### src/rtl/uart_mmio.sv
`timescale 1ns/1ps
// -----------------------------------------------------------------------------
// uart_mmio
// Memory-mapped UART glue plus cycle/instruction counters for a small CPU.
//
// Register map (full 32-bit address compare; other addresses read 0 and
// ignore stores):
//   0x80000000 STATUS (RO) bit0 = TX FIFO not full, bit1 = rx_valid
//   0x80000004 RXDATA (RO) bits 7:0 = rx_data; a load pops the UART byte
//   0x80000008 TXDATA (WO) store with we[0] enqueues wdata[7:0]
//   0x80000010 CYCLE  (RO) free-running cycle counter
//   0x80000014 INSTR  (RO) retired-instruction counter
//   0x80000018 CNTRST (WO) any store clears both counters
//
// Ports:
//   clk, reset          clock and asynchronous active-high reset
//   addr/re/we/wdata    CPU access (we is a byte mask; any bit = store)
//   rdata               registered load data, held until the next load
//   inst_retired        one instruction committed this cycle
//   rx_data/rx_valid    byte offered by the UART receiver
//   rx_ready            combinational pop, pulses on a RXDATA load
//   tx_data/tx_valid    head of the transmit FIFO
//   tx_ready            UART transmitter accepts the head byte
// -----------------------------------------------------------------------------
module uart_mmio #(
  parameter int unsigned TX_FIFO_DEPTH = 4  // power of two, >= 2
) (
  input  logic        clk,
  input  logic        reset,
  input  logic [31:0] addr,
  input  logic        re,
  input  logic [3:0]  we,
  input  logic [31:0] wdata,
  output logic [31:0] rdata,
  input  logic        inst_retired,
  input  logic [7:0]  rx_data,
  input  logic        rx_valid,
  output logic        rx_ready,
  output logic [7:0]  tx_data,
  output logic        tx_valid,
  input  logic        tx_ready
);

  localparam int PW = $clog2(TX_FIFO_DEPTH);
  localparam int CW = PW + 1;

  localparam logic [31:0] ADDR_STATUS = 32'h8000_0000;
  localparam logic [31:0] ADDR_RXDATA = 32'h8000_0004;
  localparam logic [31:0] ADDR_TXDATA = 32'h8000_0008;
  localparam logic [31:0] ADDR_CYCLE  = 32'h8000_0010;
  localparam logic [31:0] ADDR_INSTR  = 32'h8000_0014;
  localparam logic [31:0] ADDR_CNTRST = 32'h8000_0018;

  // State
  logic [31:0]   rdata_q, rdata_d;
  logic [31:0]   cycle_q, cycle_d;
  logic [31:0]   instr_q, instr_d;
  logic [PW-1:0] wr_ptr_q, wr_ptr_d;
  logic [PW-1:0] rd_ptr_q, rd_ptr_d;
  logic [CW-1:0] count_q, count_d;

  // Decode
  logic store_any;
  logic fifo_full;
  logic fifo_empty;
  logic tx_push;
  logic tx_pop;
  logic cnt_clr;
  logic [31:0] load_val;

  // Only the low byte of wdata is ever stored.
  logic unused_wdata;
  assign unused_wdata = ^wdata[31:8];

  assign store_any  = |we;
  assign fifo_full  = (count_q == CW'(TX_FIFO_DEPTH));
  assign fifo_empty = (count_q == '0);

  // Full is judged on the pre-edge count, so a store while full is dropped
  // even if the head leaves on the same edge.
  assign tx_push = we[0] && (addr == ADDR_TXDATA) && !fifo_full;
  assign tx_pop  = !fifo_empty && tx_ready;
  assign cnt_clr = store_any && (addr == ADDR_CNTRST);

  assign rx_ready = re && (addr == ADDR_RXDATA);

  // FIFO storage: one byte register per slot, written at the tail pointer.
  logic [7:0] slots [TX_FIFO_DEPTH];

  generate
    for (genvar gi = 0; gi < TX_FIFO_DEPTH; gi++) begin : g_slot
      logic [7:0] slot_q;
      always_ff @(posedge clk or posedge reset) begin
        if (reset) begin
          slot_q <= '0;
        end else if (tx_push && (wr_ptr_q == PW'(gi))) begin
          slot_q <= wdata[7:0];
        end
      end
      assign slots[gi] = slot_q;
    end
  endgenerate

  assign tx_data  = slots[rd_ptr_q];
  assign tx_valid = !fifo_empty;

  // Load mux: counters are sampled before any clear on this edge.
  always_comb begin
    load_val = '0;
    case (addr)
      ADDR_STATUS: load_val = {30'd0, rx_valid, !fifo_full};
      ADDR_RXDATA: load_val = {24'd0, rx_data};
      ADDR_CYCLE:  load_val = cycle_q;
      ADDR_INSTR:  load_val = instr_q;
      default:     load_val = '0;
    endcase
  end

  always_comb begin
    rdata_d  = re ? load_val : rdata_q;

    wr_ptr_d = tx_push ? wr_ptr_q + PW'(1) : wr_ptr_q;
    rd_ptr_d = tx_pop  ? rd_ptr_q + PW'(1) : rd_ptr_q;

    count_d = count_q;
    if (tx_push && !tx_pop) begin
      count_d = count_q + CW'(1);
    end else if (!tx_push && tx_pop) begin
      count_d = count_q - CW'(1);
    end

    if (cnt_clr) begin
      cycle_d = '0;
      instr_d = '0;
    end else begin
      cycle_d = cycle_q + 32'd1;
      instr_d = instr_q + {31'd0, inst_retired};
    end
  end

  always_ff @(posedge clk or posedge reset) begin
    if (reset) begin
      rdata_q  <= '0;
      cycle_q  <= '0;
      instr_q  <= '0;
      wr_ptr_q <= '0;
      rd_ptr_q <= '0;
      count_q  <= '0;
    end else begin
      rdata_q  <= rdata_d;
      cycle_q  <= cycle_d;
      instr_q  <= instr_d;
      wr_ptr_q <= wr_ptr_d;
      rd_ptr_q <= rd_ptr_d;
      count_q  <= count_d;
    end
  end

  assign rdata = rdata_q;

endmodule

### config.mk
export PLATFORM = sky130hd
export DESIGN_NAME = uart_mmio
export DESIGN_NICKNAME = d
export VERILOG_FILES = /design/src/rtl/uart_mmio.sv
export SDC_FILE = /design/constraint.sdc
export NUM_CORES = 1
export LEC_CHECK = 0
export BUFFER_PORTS_ARGS = -buffer_cell sky130_fd_sc_hd__buf_2
export CORE_ASPECT_RATIO = 1.5
export CORE_MARGIN = 2
export CORE_UTILIZATION = 61
export CTS_BUF_LIST = sky130_fd_sc_hd__clkbuf_4 sky130_fd_sc_hd__clkbuf_8 sky130_fd_sc_hd__clkbuf_16
export CTS_CLUSTER_SIZE = 10
export DETAILED_ROUTE_END_ITERATION = 10
export PLACE_DENSITY = 0.92
export SYNTH_ARGS = -nofsm -noshare
export SYNTH_HDL_FRONTEND = slang
export SYNTH_SLANG_ARGS = --single-unit
### constraint.sdc
create_clock -name clk -period 12.05 [get_ports clk]
set_input_delay 0.6025 -clock clk [delete_from_list [all_inputs] [get_ports clk]]
set_output_delay 0.6025 -clock clk [all_outputs]
set_load 0.02 [all_outputs]
Yosys cells after proc, flatten, opt, wreduce, memory -nomap -nowiden:

Index checks and enable logic that the tools add are counted.

* multiplexer cells: 8
* $lt $le $gt $ge: 1
* add/sub/neg operators: 6
* bitwise gates (word level): 1
* reduce and logical (&&, ||, !) cells: 19
* eq/ne operators: 10

Operators by type and width (number)
* $eq 32x32->1 const B: 6
* $pmux 32 s4: 1
* $mux 32: 2
* $add 32x1->32: 1
* $add 32x1->32 const B: 1
* $bmux 8 s2: 1
* $mux 8: 2
* $logic_and 1x1->1: 11
* $mux 3: 2
* $add 2x1->2 const B: 2
* $eq 2x2->1 const B: 2
* $logic_not 1->1: 4
* $reduce_or 4->1: 1
* $add 3x1->3 const B: 1
* $eq 3x3->1 const B: 1
* $ge 3x3->1 const B: 1
* $logic_not 3->1: 1
* $not 2->3: 1
* $sub 3x1->3 const B: 1
* $eq 2x1->1 const B: 1
* $logic_not 2->1: 1
* $reduce_bool 2->1: 1

* output and inout port bits: 42
* flip-flop bits (word level): 135
* word-level logic and storage cells: 55

Depth between registers and ports, before layout:

Gate-level depths: netlist of run 1.

* depth in word-level cells: 7
* gate-level depth with buffers: 9
* gate-level depth less buffers: 9

Least setup slack after synthesis of run 1:

No wires, ideal clock.

* path kind: input -> output
* from: input addr[23]
* to: output rx_ready
* stages: 5
* data arrival time: 2167 ps
* setup slack: 9280 ps
* path through: nor4_1 > nand4_1 > or3_1 > clkbuf_1 > nor3b_1

* cells in the longest elaborated chain, start to end: 2

RTL lines
* start: declaration: RTL line 30 `input logic [31:0] addr,`
* $eq 32x32->1: RTL line 85 `assign rx_ready = re && (addr == ADDR_RXDATA);`
* $logic_and 1x1->1: RTL line 85
* end: declaration: RTL line 38 `output logic rx_ready,`

Every way passes these cells.

Final worst setup path of run 1:

* from: input addr[15]
* to: output rx_ready

The elaborated chain is that of the path after synthesis.

==> impl_metrics.tcl, run 1 <==
set metrics [dict create \
    cap_violations 0 \
    synth-xor-area-share 0.0392 \
    crit_fanout 32 \
    ir_drop_uv 95.2 \
    cts_setup_buffers 0 \
    synth_nets 723 \
    grt_max_degree 85 \
    synth-main-ff-cell "dfrtp_1" \
    endpoint "rx_ready" \
    synth_compound_area_frac 0.102 \
    finalCritPeriodShare 0.261 \
    numCtsBuffers 17 \
    synth_fa_ha_area_frac 0.0168 \
    drive_gt1_frac 0.308 \
    via_per_inst 6.44 \
    worstSetupStartpointType "input pin" \
    nNetsFinal 809 \
    cts_buffer_depth 2 \
    clock_skew_ps 8.23 \
    port_buffers 99 \
    slew_headroom 0.294 \
    synth-edff-count 0 \
    core.rowCount 48 \
    critPathArrivalTime_ps 2540 \
    grt.total_usage 0.302 \
    postSynthAreaPerCell_um2 11.3 \
    startpoint "addr[15]" \
    synthCells 632 \
    reg2reg_from "count_q[2]$_DFFE_PP0P_" \
    clk-insertion-delay-late_ps 430 \
    n_antenna_cell 0 \
    yosys.cell_count.top_type "dfrtp_1" \
    place.detailed.hpwl_mm 11.8 \
    synth-seq-cells 135 \
    syn_area_um2 7150 \
    setup_viol 0 \
    die_width_um 92.4 \
    clock-sinks 135 \
    endpoint_kind "output pin" \
    placed_cells 849 \
    cp.required_ps 11450 \
    slew_viol_final 0 \
    hold_buffers 0 \
    clock.fmax_mhz 318 \
    muxShareOfSynthArea 0.144 \
    root_buffer "clkbuf_16" \
    status "finished, final reports clean" \
    dr.pass1.iters 5 \
    finalNonFillerCells 880 \
    worst_r2r_path_depth 9 \
    initialDrtViolationCount 415 \
    antenna_found_initial 0 \
    die_h_um 137 \
    area_delta_synth_final_pct 16.3 \
    worstMarginPinSlew_ps 1060 \
    cts_tree "built" \
    critical_path_class "input pin to output pin" \
    ant_nets 0 \
    synth_top_family_by_area "simple AND/OR/NAND/NOR gates" \
    cts_max_level 4 \
    ys_seq_area_frac 0.473 \
    period_minus_slack_ps 3150 \
    synth_commonest_cells "135 x dfrtp_1, 53 x nand2_1, 32 x mux2_4" \
    rsz0062_at_grt "false" \
    synth-simple-area-share 0.192 \
    avgRoutedWirePerCell_um 20.7 \
    reg2reg_slack_ps 9360 \
    min_path_type "input pin to async pin" \
    die_area_um2 12600 \
    power.density_nw_per_um2 139 \
    synth_cell_type_count 45 \
    globalplace.congestion 0.825 \
    yosysWarnings 0 \
    route.vias.total 5665 \
    grt_pass1_vias 5884 \
    tns_ps 0 \
    overflow 0 \
    grt_pass1_wl_mm 29.6 \
    io-pin-count 124 \
    routed_wl_mm 18.2 \
    path_clk_slew_ps 60 \
    initial_core_util 0.623 \
    core_area_um2 11500 \
    cellLeakagePower_uw 0.00374 \
    drc 0 \
    regToRegEndpoint "count_q[2]$_DFFE_PP0P_" \
    async_flop_share 1.00 \
    yosys-top-cells-area "dfrtp_1 47%, mux2_4 6.7%, mux2_2 4.6%" \
    hold_viol 0 \
    synth_top_area_share 0.473 \
    yosysTopAreaCell "dfrtp_1" \
    ctsResizeCount 0 \
]
==> per-layer routing <==
layer | vias up | part of all wire | track usage | routed length [um]
li1 | 2540 | - | - | -
met1 | 2842 | 0.37 | 0.340 | 6730
met2 | 232 | 0.55 | 0.556 | 10100
met3 | 51 | 0.050 | 0.0518 | 904
met4 | 0 | 0.029 | 0.133 | 525
met5 | - | 0 | 0 | 0
==> worst max-delay path, cell delays in order <==
cell	delay (ps)
buf_2	110
nor4_1	480
nand2_1	240
or3_1	410
buf_4	250
nor3b_1	210
buf_2	200
==> sequential cells by signal (all words and copies together), names as in the netlist <==
register,flops
instr_q,32
rdata,32
g_slot.slot_q,32
cycle_q,32
count_q,3
rd_ptr_q,2
wr_ptr_q,2
==> cell families after synthesis <==
kind of cell | count (synthesis)
AOI/OAI and AO/OA | 110
xor gates and xnor gates | 32
adders and majority gates | 9
buffers and inverters | 60
DFF | 135
muxes | 71
and+or+nand+nor | 215
==> where the power goes <==
part / leakage, uW / switching (uW) / internal, uW
registers: 0.00185 / 28.6 / 472
clock network: 0.000296 / 191 / 340
logic: 0.00159 / 69.6 / 55.9
==> worst min path at each step <==
stage | startpoint | endpoint | slack [ps]
floorplan | count_q[2]$_DFFE_PP0P_ | count_q[2]$_DFFE_PP0P_ | 450
CTS | reset | rdata[7]$_DFFE_PP0P_ | 290
finish | reset | rdata[7]$_DFFE_PP0P_ | 270
detailed placement | rdata[17]$_DFFE_PP0P_ | rdata[17]$_DFFE_PP0P_ | 470
global route | reset | rdata[7]$_DFFE_PP0P_ | 330
global placement | count_q[2]$_DFFE_PP0P_ | count_q[2]$_DFFE_PP0P_ | 460
==> metrics by stage <==
| stage | util | total power [uW] | area (um^2) | hold slack, ps | worst slack [ps] |
|---|---|---|---|---|---|
| global placement | 0.673 | 618 | 7710 | 463 | 8980 |
| floorplan | - | 585 | 7150 | 446 | 7840 |
| finish | 0.725 | 1160 | 8320 | 272 | 8900 |
| detailed placement | 0.673 | 627 | 7710 | 468 | 8850 |
| CTS | 0.725 | 1160 | 8320 | 294 | 8970 |
| global route | 0.725 | 1190 | 8320 | 327 | 8790 |
==> layout by cell type (no fill, tap or decap), types with 6 or more instances in the layout <==
master / netlist / routed
dfrtp_1: 135 / 135
buf_2: 2 / 99
nand2_1: 53 / 53
mux2_4: 32 / 32
a21oi_1: 31 / 31
nor2_1: 30 / 30
mux2_2: 29 / 29
xor2_1: 26 / 26
o31ai_1: 25 / 25
inv_1: 24 / 23
nand3_1: 22 / 22
or4_1: 22 / 22
nand4_1: 18 / 18
o2bb2ai_1: 18 / 18
clkbuf_16: 0 / 17
o22ai_1: 13 / 13
o21ai_0: 12 / 12
or3_1: 11 / 11
and4_1: 10 / 10
mux4_2: 10 / 10
and3_1: 8 / 8
nor4_4: 8 / 8
nor4_1: 8 / 8
ha_1: 8 / 8
xnor2_1: 6 / 6
a22oi_1: 6 / 6
==> area by class of cell <==
class	instances	area [um^2]
repair buffers	102	518
inverters	25	96.3
clock buffers	22	475
multi-input cells	437	3530
clock inverters	9	125
flip-flops and latches	135	3380
fillers	733	3160
well taps	150	188
No activity file was read; power rests on OpenSTA's default activity.
==> run 2, diff against run 1 <==
--- a/config.mk
+++ b/config.mk
@@ -8,11 +8,11 @@
 export BUFFER_PORTS_ARGS = -buffer_cell sky130_fd_sc_hd__buf_2
 export CORE_ASPECT_RATIO = 1.5
 export CORE_MARGIN = 2
-export CORE_UTILIZATION = 61
+export CORE_UTILIZATION = 57
 export CTS_BUF_LIST = sky130_fd_sc_hd__clkbuf_4 sky130_fd_sc_hd__clkbuf_8 sky130_fd_sc_hd__clkbuf_16
 export CTS_CLUSTER_SIZE = 10
 export DETAILED_ROUTE_END_ITERATION = 10
-export PLACE_DENSITY = 0.92
+export PLACE_DENSITY = 0.87
 export SYNTH_ARGS = -nofsm -noshare
 export SYNTH_HDL_FRONTEND = slang
 export SYNTH_SLANG_ARGS = --single-unit
==> constraint.sdc (replaced) <==
create_clock -name clk -period 3 [get_ports clk]
set_input_delay 0.15 -clock clk [delete_from_list [all_inputs] [get_ports clk]]
set_output_delay 0.15 -clock clk [all_outputs]
set_load 0.02 [all_outputs]
==> run 2 against run 1 <==
Effect of this change:
- via count shrank 0.16%
- register-to-register slack lost 8900 ps
- combinational power grew to 4.1 times the previous value
- core utilization shrank 4.4 points
- global-route usage shrank 1.8 points
- clock-buffer cell count shrank 2
- flip-flop and latch count is the same
- first-iteration DRC count shrank 0.48%
- power grew to 4.1 times the previous value
- die area grew 6.8%
- critical path depth shrank 2
- final cell count grew 1.6%
- critical path type is now register to register
- critical endpoint is now cycle_q[20]$_DFF_PP0_
- largest cell class unchanged
==> impl_metrics.tcl, run 2 (synthesis gave the netlist of run 1 again) <==
set metrics [dict create \
    cap_violations 0 \
    cts_setup_buffers 0 \
    die_area_um2 13500 \
    critPathTopFamily "simple AND/OR/NAND/NOR gates" \
    grt_pass1_wl_mm 29.8 \
    crit_chain "ha_1 > and4_1 > nand3_1 > or4_1 > a21oi_1" \
    initialDrtViolationCount 413 \
    p_total_uw 4780 \
    critPathArrivalTime_ps 2850 \
    root_buffer "clkbuf_16" \
    min_path_cells 2 \
    avgRoutedWirePerCell_um 20.2 \
    globalplace.congestion 0.930 \
    numCtsBuffers 17 \
    cts_tree "built" \
    reg2reg_from "cycle_q[0]$_DFF_PP0_" \
    cp.required_ps 3330 \
    io-pin-count 124 \
    setup_viol 0 \
    power.density_nw_per_um2 566 \
    clock-sinks 135 \
    clk-insertion-delay-late_ps 420 \
    slowest_delay_ps 670 \
    worst_r2r_path_depth 5 \
    min_path_type "input pin to register" \
    rsz0062_at_grt "false" \
    clock_skew_ps 7.76 \
    regToRegEndpoint "cycle_q[20]$_DFF_PP0_" \
    reg2reg_slack_ps 480 \
    cellLeakagePower_uw 0.00379 \
    status "finished, final reports clean" \
    grt.total_usage 0.283 \
    grt_pass1_vias 6027 \
    worstMarginPinSlew_ps 921 \
    cts_buffer_depth 2 \
    clock.fmax_mhz 397 \
    core_area_um2 12400 \
    place.detailed.hpwl_mm 12.0 \
    most-common-layout-cells "135 x dfrtp_1, 99 x buf_2, 53 x nand2_1" \
    area_delta_synth_final_pct 18.0 \
    ir_drop_uv 383 \
    antenna_found_initial 1 \
    crit_slowest_cell "or4_1" \
    die_h_um 141 \
    cts_max_level 4 \
    die_width_um 95.4 \
    hold_end "g_slot[1].slot_q[2]$_DFFE_PP0P_" \
    dr.pass1.iters 5 \
    path_clk_slew_ps 60 \
    endpoint_kind "register" \
    critical_path_class "register to register" \
    cp_num_buf_inv 0 \
    hp-start "wdata[2]" \
    drc 0 \
    utilization 0.681 \
    via_per_inst 6.33 \
    pre_cts_ws_ps 486 \
    layout_setup_ws_ps 480 \
    layout_commonest_cell "dfrtp_1" \
    hold_viol 0 \
    worstSetupStartpointType "register" \
    slew_headroom 0.381 \
    core.rowCount 50 \
    port_buffers 99 \
    drive_gt1_frac 0.313 \
    nFillCells 884 \
    initial_core_util 0.577 \
    ant_nets 0 \
    period_minus_slack_ps 2520 \
    overflow 0 \
    slew_viol_final 0 \
    grt_max_degree 75 \
    crit_fanout 16 \
    nNetsFinal 816 \
    tns_ps 0 \
    route.vias.total 5656 \
    routed_wl_mm 18.0 \
    finalCritPeriodShare 0.840 \
]
==> run 2: final cells by class <==
class	count	area (um^2)	area share
multi-input combinational	437	3530	0.419
sequential	135	3380	0.401
timing repair buffer	109	586	0.0694
clock buffer	20	467	0.0553
tap	156	195	0.0231
clock inverter	11	171	0.0203
inverter	25	97.6	0.0116
antenna	1	2.50	0.000297
==> run 2: metal layers <==
metal / part of all wire / global-route usage
met5: 0 / 0
met4: 0.037 / 0.153
met3: 0.049 / 0.0593
met2: 0.54 / 0.494
met1: 0.37 / 0.318
==> run 2: stage by stage <==
| stage | std cells | hold WS [ps] | instance area, um^2 |
|---|---|---|---|
| floorplan | 632 | 259 | 7150 |
| global placement | 861 | 240 | 7780 |
| detailed placement | 861 | 254 | 7780 |
| CTS | 893 | 1.59 | 8430 |
| global route | 894 | 11.1 | 8430 |
| finish | 894 | 5.28 | 8430 |
==> run 2: worst max-delay path by stage <==
stage	startpoint	to	slack, ps	cells past startpoint
final	cycle_q[0]$_DFF_PP0_	cycle_q[20]$_DFF_PP0_	480	5
after global placement	addr[7]	count_q[2]$_DFFE_PP0P_	510	10
after CTS	cycle_q[0]$_DFF_PP0_	cycle_q[20]$_DFF_PP0_	510	5
after global routing	cycle_q[0]$_DFF_PP0_	cycle_q[20]$_DFF_PP0_	310	5
after detailed placement	addr[11]	count_q[2]$_DFFE_PP0P_	490	10
after floorplan	count_q[1]$_DFFE_PP0P_	count_q[1]$_DFFE_PP0P_	740	7
==> run 2: repair_timing <==
| item | in CTS | in global routing |
|---|---|---|
| hold buffers | 1 | 0 |
| hold endpoints to repair | 25 | 0 |
| gates resized for setup | 0 | 0 |
==> run 2: worst register-to-register path, delay by kind of cell, from the launching register on <==
family                   cells  cell delay, ps
adder cells (fa/ha/maj)      1             260
AND/OR/NAND/NOR              3            1500
flip-flops                   1             480
AO/OA/AOI/OAI                1             190
==> run 2: where the power goes <==
part	internal, uW	switching (uW)
logic	233	281
registers	1890	121
clock network	1450	793
